**src/rtl/work_transmit.sv**
```systemverilog
// work_transmit: UART 8N1 serialiser for one 84-byte work packet {target, data3, data2, data1},
// least significant byte first, with an optional idle gap before the done pulse.
module work_transmit #(
    parameter int comm_clk_frequency = 100_000_000,
    parameter int baud_rate = 115_200,
    parameter int GAP_BITS = 0
) (
    input  logic         clk,
    input  logic         reset,
    input  logic         start,
    input  logic [255:0] data1,
    input  logic [255:0] data2,
    input  logic [127:0] data3,
    input  logic [31:0]  target,
    output logic         TxD,
    output logic         busy,
    output logic         done
);
    localparam int DIV = comm_clk_frequency / baud_rate;
    localparam logic [15:0] DIV_LAST = 16'(DIV - 1);
    localparam logic [15:0] GAP_LAST = 16'(GAP_BITS - 1);
    typedef enum logic [2:0] {IDLE, START, DATA, STOP, GAP, DONE} state_t;
    state_t state, state_n;
    logic [15:0] timer, timer_n, gap_cnt, gap_n;
    logic [2:0] idx, idx_n;
    logic [6:0] cnt, cnt_n;
    logic [671:0] sh, sh_n;
    logic bit_end, tx_n;
    assign bit_end = timer == DIV_LAST;
    always_comb begin
        state_n = state;
        timer_n = bit_end ? 16'd0 : timer + 16'd1;
        gap_n = gap_cnt;
        idx_n = idx;
        cnt_n = cnt;
        sh_n = sh;
        case (state)
            IDLE: begin
                timer_n = 16'd0;
                if (start) begin
                    sh_n = {target, data3, data2, data1};
                    cnt_n = 7'd0;
                    state_n = START;
                end
            end
            START: if (bit_end) begin
                idx_n = 3'd0;
                state_n = DATA;
            end
            DATA: if (bit_end) begin
                idx_n = idx + 3'd1;
                state_n = idx == 3'd7 ? STOP : DATA;
            end
            STOP: if (bit_end) begin
                if (cnt < 7'd83) begin
                    cnt_n = cnt + 7'd1;
                    sh_n = sh >> 8;
                    state_n = START;
                end else begin
                    gap_n = 16'd0;
                    state_n = GAP_BITS > 0 ? GAP : DONE;
                end
            end
            GAP: if (bit_end) begin
                gap_n = gap_cnt + 16'd1;
                state_n = gap_cnt == GAP_LAST ? DONE : GAP;
            end
            DONE: begin
                timer_n = 16'd0;
                state_n = IDLE;
            end
            default: state_n = IDLE;
        endcase
    end
    // Outputs are decoded from the next state so they change on the same edge as the state register.
    assign tx_n = state_n == START ? 1'b0 : state_n == DATA ? sh_n[idx_n] : 1'b1;
    always_ff @(posedge clk) begin
        if (reset) begin
            state <= IDLE;
            timer <= 16'd0;
            gap_cnt <= 16'd0;
            idx <= 3'd0;
            cnt <= 7'd0;
            sh <= '0;
            TxD <= 1'b1;
            busy <= 1'b0;
            done <= 1'b0;
        end else begin
            state <= state_n;
            timer <= timer_n;
            gap_cnt <= gap_n;
            idx <= idx_n;
            cnt <= cnt_n;
            sh <= sh_n;
            TxD <= tx_n;
            busy <= state_n inside {START, DATA, STOP, GAP};
            done <= state_n == DONE;
        end
    end
endmodule

```
**config.mk**
```make
export PLATFORM = sky130hd
export DESIGN_NAME = work_transmit
export DESIGN_NICKNAME = d
export VERILOG_FILES = /design/src/rtl/work_transmit.sv
export SDC_FILE = /design/constraint.sdc
export NUM_CORES = 1
export LEC_CHECK = 0
export BUFFER_PORTS_ARGS = -buffer_cell sky130_fd_sc_hd__buf_4
export CORE_AREA = 10 10 258 260
export DETAILED_ROUTE_END_ITERATION = 6
export DIE_AREA = 0 0 268 270
export PLACE_DENSITY = 0.72
export SLEW_MARGIN = 20
export SYNTH_ARGS = -nofsm -noshare
export SYNTH_HDL_FRONTEND = slang
export SYNTH_SLANG_ARGS = --single-unit
```
**constraint.sdc**
```tcl
create_clock -name clk -period 7.57 [get_ports clk]
set_clock_uncertainty 0.1 [all_clocks]
set_input_delay 1.514 -clock clk [delete_from_list [all_inputs] [get_ports clk]]
set_output_delay 1.514 -clock clk [all_outputs]
set_load 0.005 [all_outputs]
```
**Word-level counts from Yosys, hierarchy flattened**

Index checks and enable logic that the tools add are counted.

- Word-level logic and storage cells: 69
- Bits in registers: 720
- Output and inout port bits: 3
- Input bits: 675

- Mux-type cells: 28
- Order comparisons: 2
- Reduce and logical (&&, ||, !) cells: 7
- Eq/ne operators: 18
- Add/sub/neg operators: 4

Operators with widths:

| kind | number |
|---|---|
| $mux 672 | 3 |
| $pmux 672 s2 | 1 |
| $mux 16 | 3 |
| $add 16x1->16 const B | 2 |
| $pmux 16 s2 | 1 |
| $mux 3 | 8 |
| $mux 7 | 3 |
| $eq 16x10->1 const B | 1 |
| $eq 16x16->1 const B | 1 |
| $eq 3x3->1 const B | 5 |
| $pmux 3 s5 | 1 |
| $pmux 7 s2 | 1 |
| $eq 3x2->1 const B | 4 |
| $lt 3x11->1 const B | 1 |
| $ne 2x2->1 const B | 5 |
| $reduce_and 4->1 | 2 |
| $add 7x1->7 const B | 1 |
| $lt 7x7->1 const B | 1 |
| $eq 3x1->1 const B | 2 |
| $pmux 3 s2 | 1 |
| $mux 1 | 5 |
| $reduce_bool 2->1 | 2 |
| $reduce_bool 4->1 | 1 |
| $reduce_or 4->1 | 1 |
| 3 further kinds | 3 |

**Longest topological paths before layout**

Gate-level depths: netlist of run 1.

- Depth in word-level cells: 8
- Mapped depth: 14
- Depth with buffers taken out: 12

**Worst setup path before layout of run 1**

No wires, ideal clock.

- Path kind: input port to flip-flop
- Start point: input port start
- End point: register sh[629]
- Setup slack: 4345 ps
- Arrival: 3055 ps
- Stages: 6
- Data required time: 7399 ps
- Buffers on the path: 3
- Setup time: 71 ps
- Path through: nor4b_2 clkbuf_1 clkbuf_1 clkbuf_1 a22oi_1 a21oi_1

- Word-level cells in the longest chain between the ends: 2

Ends and longest elaborated chain:

| element | line | text |
|---|---|---|
| start, declared | 10 | `input logic start,` |
| $ne 2x2->1 (no line) | - |  |
| $reduce_and 4->1 (no line) | - |  |
| end signal, assigned | 94 | `sh <= sh_n;` |
| end, declared | 27 | `logic [671:0] sh, sh_n;` |

Every way passes these cells.
A chain may end at the register's enable or synchronous reset.

**Final worst setup path of run 1**

- Start point: register timer[0]
- End point: register sh[163]

- Word-level cells in the longest chain between the ends: 3

Ends and longest elaborated chain:

| element | line | text |
|---|---|---|
| start, declared | 24 | `logic [15:0] timer, timer_n, gap_cnt, gap_n;` |
| start signal, assigned | 90 | `timer <= timer_n;` |
| $eq 16x10->1 | 29 | `assign bit_end = timer == DIV_LAST;` |
| $ne 2x2->1 (no line) | - |  |
| $reduce_and 4->1 (no line) | - |  |

Every way passes these cells.

==> results of run 1 <==
sequential cells by signal, summed over array words and instances (netlist names):
register and count:
sh 672, gap_cnt 16, timer 16, cnt 7, idx 3, state 3
TxD 1, busy 1, done 1
worst paths after layout:
| path | startpoint | cells after the start | to | slack (ns) |
|---|---|---|---|---|
| setup / recovery | timer[0]$_SDFF_PP0_ | 9 | sh[163]$_SDFFE_PP0P_ | 3.55 |
| hold / removal | sh[174]$_SDFFE_PP0P_ | 2 | sh[174]$_SDFFE_PP0P_ | 0.35 |
| hold reg to reg | sh[174]$_SDFFE_PP0P_ | 2 | sh[174]$_SDFFE_PP0P_ | 0.35 |
| setup reg to reg | timer[0]$_SDFF_PP0_ | 9 | sh[163]$_SDFFE_PP0P_ | 3.55 |
power by group:
group          switching (mW)  leakage (nW)  total, mW  internal [mW]
clock network            1.54          1.23       3.69           2.14
logic                   0.471          6.14      0.928          0.457
registers               0.135          5.91       4.15           4.02
routing by layer:
layer	GRT usage	vias up	wire length (um)
met5	0	-	126
met4	0.105	20	3240
met3	0.0806	184	7970
met2	0.406	806	46900
met1	0.293	12452	37900
li1	-	12751	-
Yosys cell counts (all sizes together) (2+ instances only):
| master | number |
|---|---|
| nand4 | 13 |
| inv | 7 |
| or3 | 8 |
| and2 | 7 |
| dfxtp | 720 |
| nand2b | 3 |
| a22oi | 669 |
| nor4b | 2 |
| a311oi | 2 |
| buf | 140 |
| xnor2 | 8 |
| xor2 | 21 |
| a221oi | 4 |
| or2 | 2 |
| nor2 | 58 |
| o31ai | 2 |
| clkbuf | 166 |
| o21ai | 9 |
| and3 | 10 |
| nand2 | 681 |
| nand3 | 16 |
| a31oi | 6 |
| a21oi | 671 |
| nor3 | 10 |
| ha | 6 |
| and4 | 3 |
| nor4 | 2 |
| nor4bb | 2 |
placed cells by master, fill, tap and decap left out, drive strengths merged, types with 13 or more instances in the layout:
cell type    n
dfxtp      720
buf        700
nand2      681
a21oi      671
a22oi      669
clkbuf     116
nor2        58
diode       30
xor2        21
clkinv      17
nand3       16
nand4       13
per-stage QoR:
stage	util	worst slack, ns	total power [mW]
after global routing	0.581	3.14	9.11
final	0.582	3.55	8.77
after floorplan	-	4.34	4.72
after global placement	0.540	3.51	5.14
after CTS	0.580	3.48	8.83
after detailed placement	0.540	3.48	5.16
kinds of logic after synthesis:
group | count (synthesis) | share of synthesized area
AO/OA/AOI/OAI | 1370 | 0.307
AND/OR/NAND/NOR | 822 | 0.118
flip-flops | 720 | 0.515
buffers and inverters | 313 | 0.0480
XOR/XNOR | 29 | 0.00907
adder cells (fa/ha/maj) | 6 | 0.00268
area by class of cell:
type / count / area, um^2
clock inverter: 22 / 160
tap: 790 / 988
multi-input combinational: 2227 / 12300
inverter: 7 / 26.3
clock buffer: 116 / 2310
sequential: 720 / 14400
antenna: 30 / 75.1
fill: 5618 / 25600
timing repair buffer: 700 / 5390
worst max-delay path, cell delays in order (launching register included):
cell     delay (ns)
dfxtp_1        0.37
ha_1           0.25
nor4b_2        0.24
and4_1         0.50
inv_1          0.31
nor3_4         0.67
buf_4          0.34
buf_4          0.64
a22oi_1        0.28
a21oi_1        0.20
==> flow_summary.toml, run 1 <==
[timing]
tightest_slew_ns = 1.38
report.final.setup_viol = 0
period_minus_slack_ns = 4.02
whs_ns = 0.348
final-hold-violation-count = 0
rsz0062_at_grt = "no"
clock.fmax_ghz = 0.249
finalCritPeriodShare = 0.531
slew_violations = 0
relSlewSlack = 0.0798
fin_setup_tns_ns = 0

[place]
dp.cells = 4444
numPortBuffers = 677
dpl-instance-area_mm2 = 0.0331
dpl.hpwl_mm = 65.0
gp_congestion = 0.861

[clocking]
h-tree-depth = 3
clk_latency_ns = 0.61
cts_buffer_depth = 3
cts_tree = "yes"
clock-sinks = 720
cts_setup_buffers = 0
clkTransAtPathRegs_ns = 0.05
cts_buffers = 78
cts_resized = 0
hold_buffers = 0
root_buffer = "clkbuf_16"

[logic_synthesis]
netlist_area_mm2 = 0.0280
yosysWarnings = 0
synth_edf_count = 0
ys_types = 43
synthArstFlopShare = 0
syn_avg_cell_area_um2 = 8.59
yosys-top-cells-area = "dfxtp_1 (51%), a22oi_1 (18%), a21oi_1 (12%)"
netlist_instances = 3260
synth_seq_cells = 720
dominantRegCellSynth = "dfxtp_1"
synth_top_area_share = 0.515
seq_area_frac_synth = 0.515
synth_top_area_cell = "dfxtp_1"
synth_nets = 3941

[setup_path]
critPathArrivalTime_ns = 4.44
cp_max_fo = 75
end_kind = "flop"
crit_type = "reg2reg"
required_ns = 7.99
start_kind = "flop"

[die]
fp-row-count = 91
start_util = 0.457
die_w_um = 268
coreArea_mm2 = 0.0613
ios = 678
die_h_um = 270
dieArea_mm2 = 0.0724

[detailed_routing]
drc = 0
dr.first_iter.drc_count = 2609
viasPerCell = 5.68
antenna_left = 0
dr_total_vias = 26213
wl_mm = 96.1
dr.pass1.iters = 6
wl_per_cell_um = 20.8

[finish]
drive_gt1_frac = 0.219
area_delta_synth_final_pct = 27.2
nNetsFinal = 4415
instances_no_fill = 4612
final_area_mm2 = 0.0356

[pwr]
p_leak_nw = 13.3
powerDensity_mw_per_mm2 = 246
ir_drop_uv = 187

[global_routing]
grt-ovfl-total = 0
grt_max_degree = 239
grt_pass1_wl_mm = 142
antenna_found_initial = 38
first_global_vias = 24747
track_usage = 0.248

[worst_hold_path]
min_path_type = "reg2reg"

[status]
outcome = "finished clean"

[run]
drv_cap = 0
(Power assumes the default switching activity.)
==> inputs of run 2 (changes only) <==
CORE_AREA = unset   (was 10 10 258 260)
CORE_MARGIN = 10   (was unset)
CORE_UTILIZATION = 48   (was unset)
DIE_AREA = unset   (was 0 0 268 270)
PLACE_DENSITY = 0.78   (was 0.72)
clock period = 3.3 ns   (was 7.57 ns; I/O delays follow)
==> flow_summary.toml, run 2 (same netlist as run 1, synthesis figures left out) <==
[detailed_routing]
dr_total_vias = 26702
antenna_left = 0
dr.first_iter.drc_count = 2980
dr.pass1.iters = 6
wl_mm = 94.6
viasPerCell = 5.79
drc = 0
wl_per_cell_um = 20.5

[finish]
final_common_cell = "dfxtp_1"
area_delta_synth_final_pct = 28.7
drive_gt1_frac = 0.228
regArea_mm2 = 0.0144
reg_top3 = "sh x672, gap_cnt x16, timer x16"
num-fill-cells = 5026
utilization = 0.625
final_cell_mix = "dfxtp_1 (720), buf_4 (719), nand2_1 (681), a21oi_1 (671), a22oi_1 (669)"
multi_input_area_mm2 = 0.0123
instances_no_fill = 4612
nNetsFinal = 4451
largest_reg_flops = 672
largest_register = "sh"

[clocking]
clk_latency_ns = 0.61
clkTransAtPathRegs_ns = 0.06
hold_buffers = 0
cts_buffer_depth = 3
cts_resized = 0
cts_tree = "yes"
clock-sinks = 720
cts_buffers = 75
cts_setup_buffers = 0
root_buffer = "clkbuf_16"
h-tree-depth = 3

[timing]
clock.fmax_ghz = 0.340
final-hold-violation-count = 0
slew_violations = 0
worst_slack_ns = 0.359
tightest_slew_ns = 0.867
report.final.setup_viol = 0
relSlewSlack = 0.422
period_minus_slack_ns = 2.94
finalCritPeriodShare = 0.891
rsz0062_at_grt = "no"
fin_setup_tns_ns = 0
whs_ns = 0.196

[worst_hold_path]
min_path_type = "in2reg"
min_path_cells = 3

[pwr]
ir_drop_uv = 412
p_leak_nw = 13.5
powerDensity_mw_per_mm2 = 565

[run]
drv_cap = 0

[setup_path]
worstRegToRegCells = 10
end_kind = "flop"
required_ns = 3.73
cpMostUsedCell = "buf_4"
critPathArrivalTime_ns = 3.37
cp.depth = 10
crit_chain = "ha_1 > nor4b_2 > and4_1 > inv_1 > buf_4 > nor3_4 > buf_12 > buf_4 > a22oi_1 > a21oi_1"
reg2reg_slack_ns = 0.36
cp_max_fo = 52
start_kind = "flop"
critical_path_buf_inv_count = 4
critPathMaxStageDelay_ns = 0.47
cpMaxStageDelayCell = "buf_4"
crit_type = "reg2reg"
crit_family = "buffers and inverters"

[global_routing]
grt-ovfl-total = 0
antenna_found_initial = 27
grt_pass1_wl_mm = 140
first_global_vias = 25043
track_usage = 0.257
grt_max_degree = 171

[die]
dieArea_mm2 = 0.0684
fp-row-count = 88
die_w_um = 262
coreArea_mm2 = 0.0577
die_h_um = 262
ios = 678
start_util = 0.485

[place]
numPortBuffers = 677
gp_congestion = 0.882
dpl.hpwl_mm = 67.1
dp.cells = 4458
pre_cts_ws_ns = 0.405

[status]
outcome = "finished clean"
-- run 2: changes by cell type in the layout (fill, tap and decap cells not counted), sizes merged --
cell,previous run,this run
buf,700,739
diode,30,19
clkinvlp,1,0
bufinv,1,2
clkinv,17,14
-- run 2: worst register-to-register path: stages (launching register included) --
cell and delay [ns]:
dfxtp_1 0.38, ha_1 0.24, nor4b_2 0.24, and4_1 0.25, inv_1 0.13, buf_4 0.19, nor3_4 0.28, buf_12 0.20
buf_4 0.48, a22oi_1 0.20, a21oi_1 0.18
-- run 2: layer usage --
metal  global-route usage  vias up  part of all wire
met5                    0        -            0.0013
met4                0.159       16             0.052
met3               0.0871      243             0.098
met2                0.404     1111              0.47
met1                0.300    12528              0.38
li1                     -    12804                 -
-- run 2: worst paths after layout --
| check | from | end |
|---|---|---|
| setup / recovery | timer[0]$_SDFF_PP0_ | sh[612]$_SDFFE_PP0P_ |
| hold / removal | target[29] | sh[669]$_SDFFE_PP0P_ |
| setup reg to reg | timer[0]$_SDFF_PP0_ | sh[612]$_SDFFE_PP0P_ |
| hold reg to reg | sh[370]$_SDFFE_PP0P_ | sh[370]$_SDFFE_PP0P_ |
-- run 2: area by class of cell --
type / instances / share of cell area
sequential: 720 / 0.400
multi-input combinational: 2227 / 0.340
timing repair buffer: 739 / 0.161
clock buffer: 116 / 0.0651
tap: 765 / 0.0266
clock inverter: 19 / 0.00528
antenna: 19 / 0.00132
inverter: 7 / 0.000729
-- run 2: metrics by stage --
| step | cell area, um^2 | total power [mW] |
|---|---|---|
| floorplan | 28000 | 10.8 |
| global placement | 33500 | 11.9 |
| detailed placement | 33500 | 11.9 |
| CTS | 36000 | 20.4 |
| global route | 36000 | 21.1 |
| finish | 36000 | 20.3 |
-- run 2: power by group --
group          total (mW)  internal, mW  switching, mW  leakage (nW)
Combinational        2.23          1.09           1.14          6.36
Sequential           9.53          9.22          0.312          5.91
Clock                8.59          5.06           3.53          1.26
Total                20.3          15.4           4.98          13.5
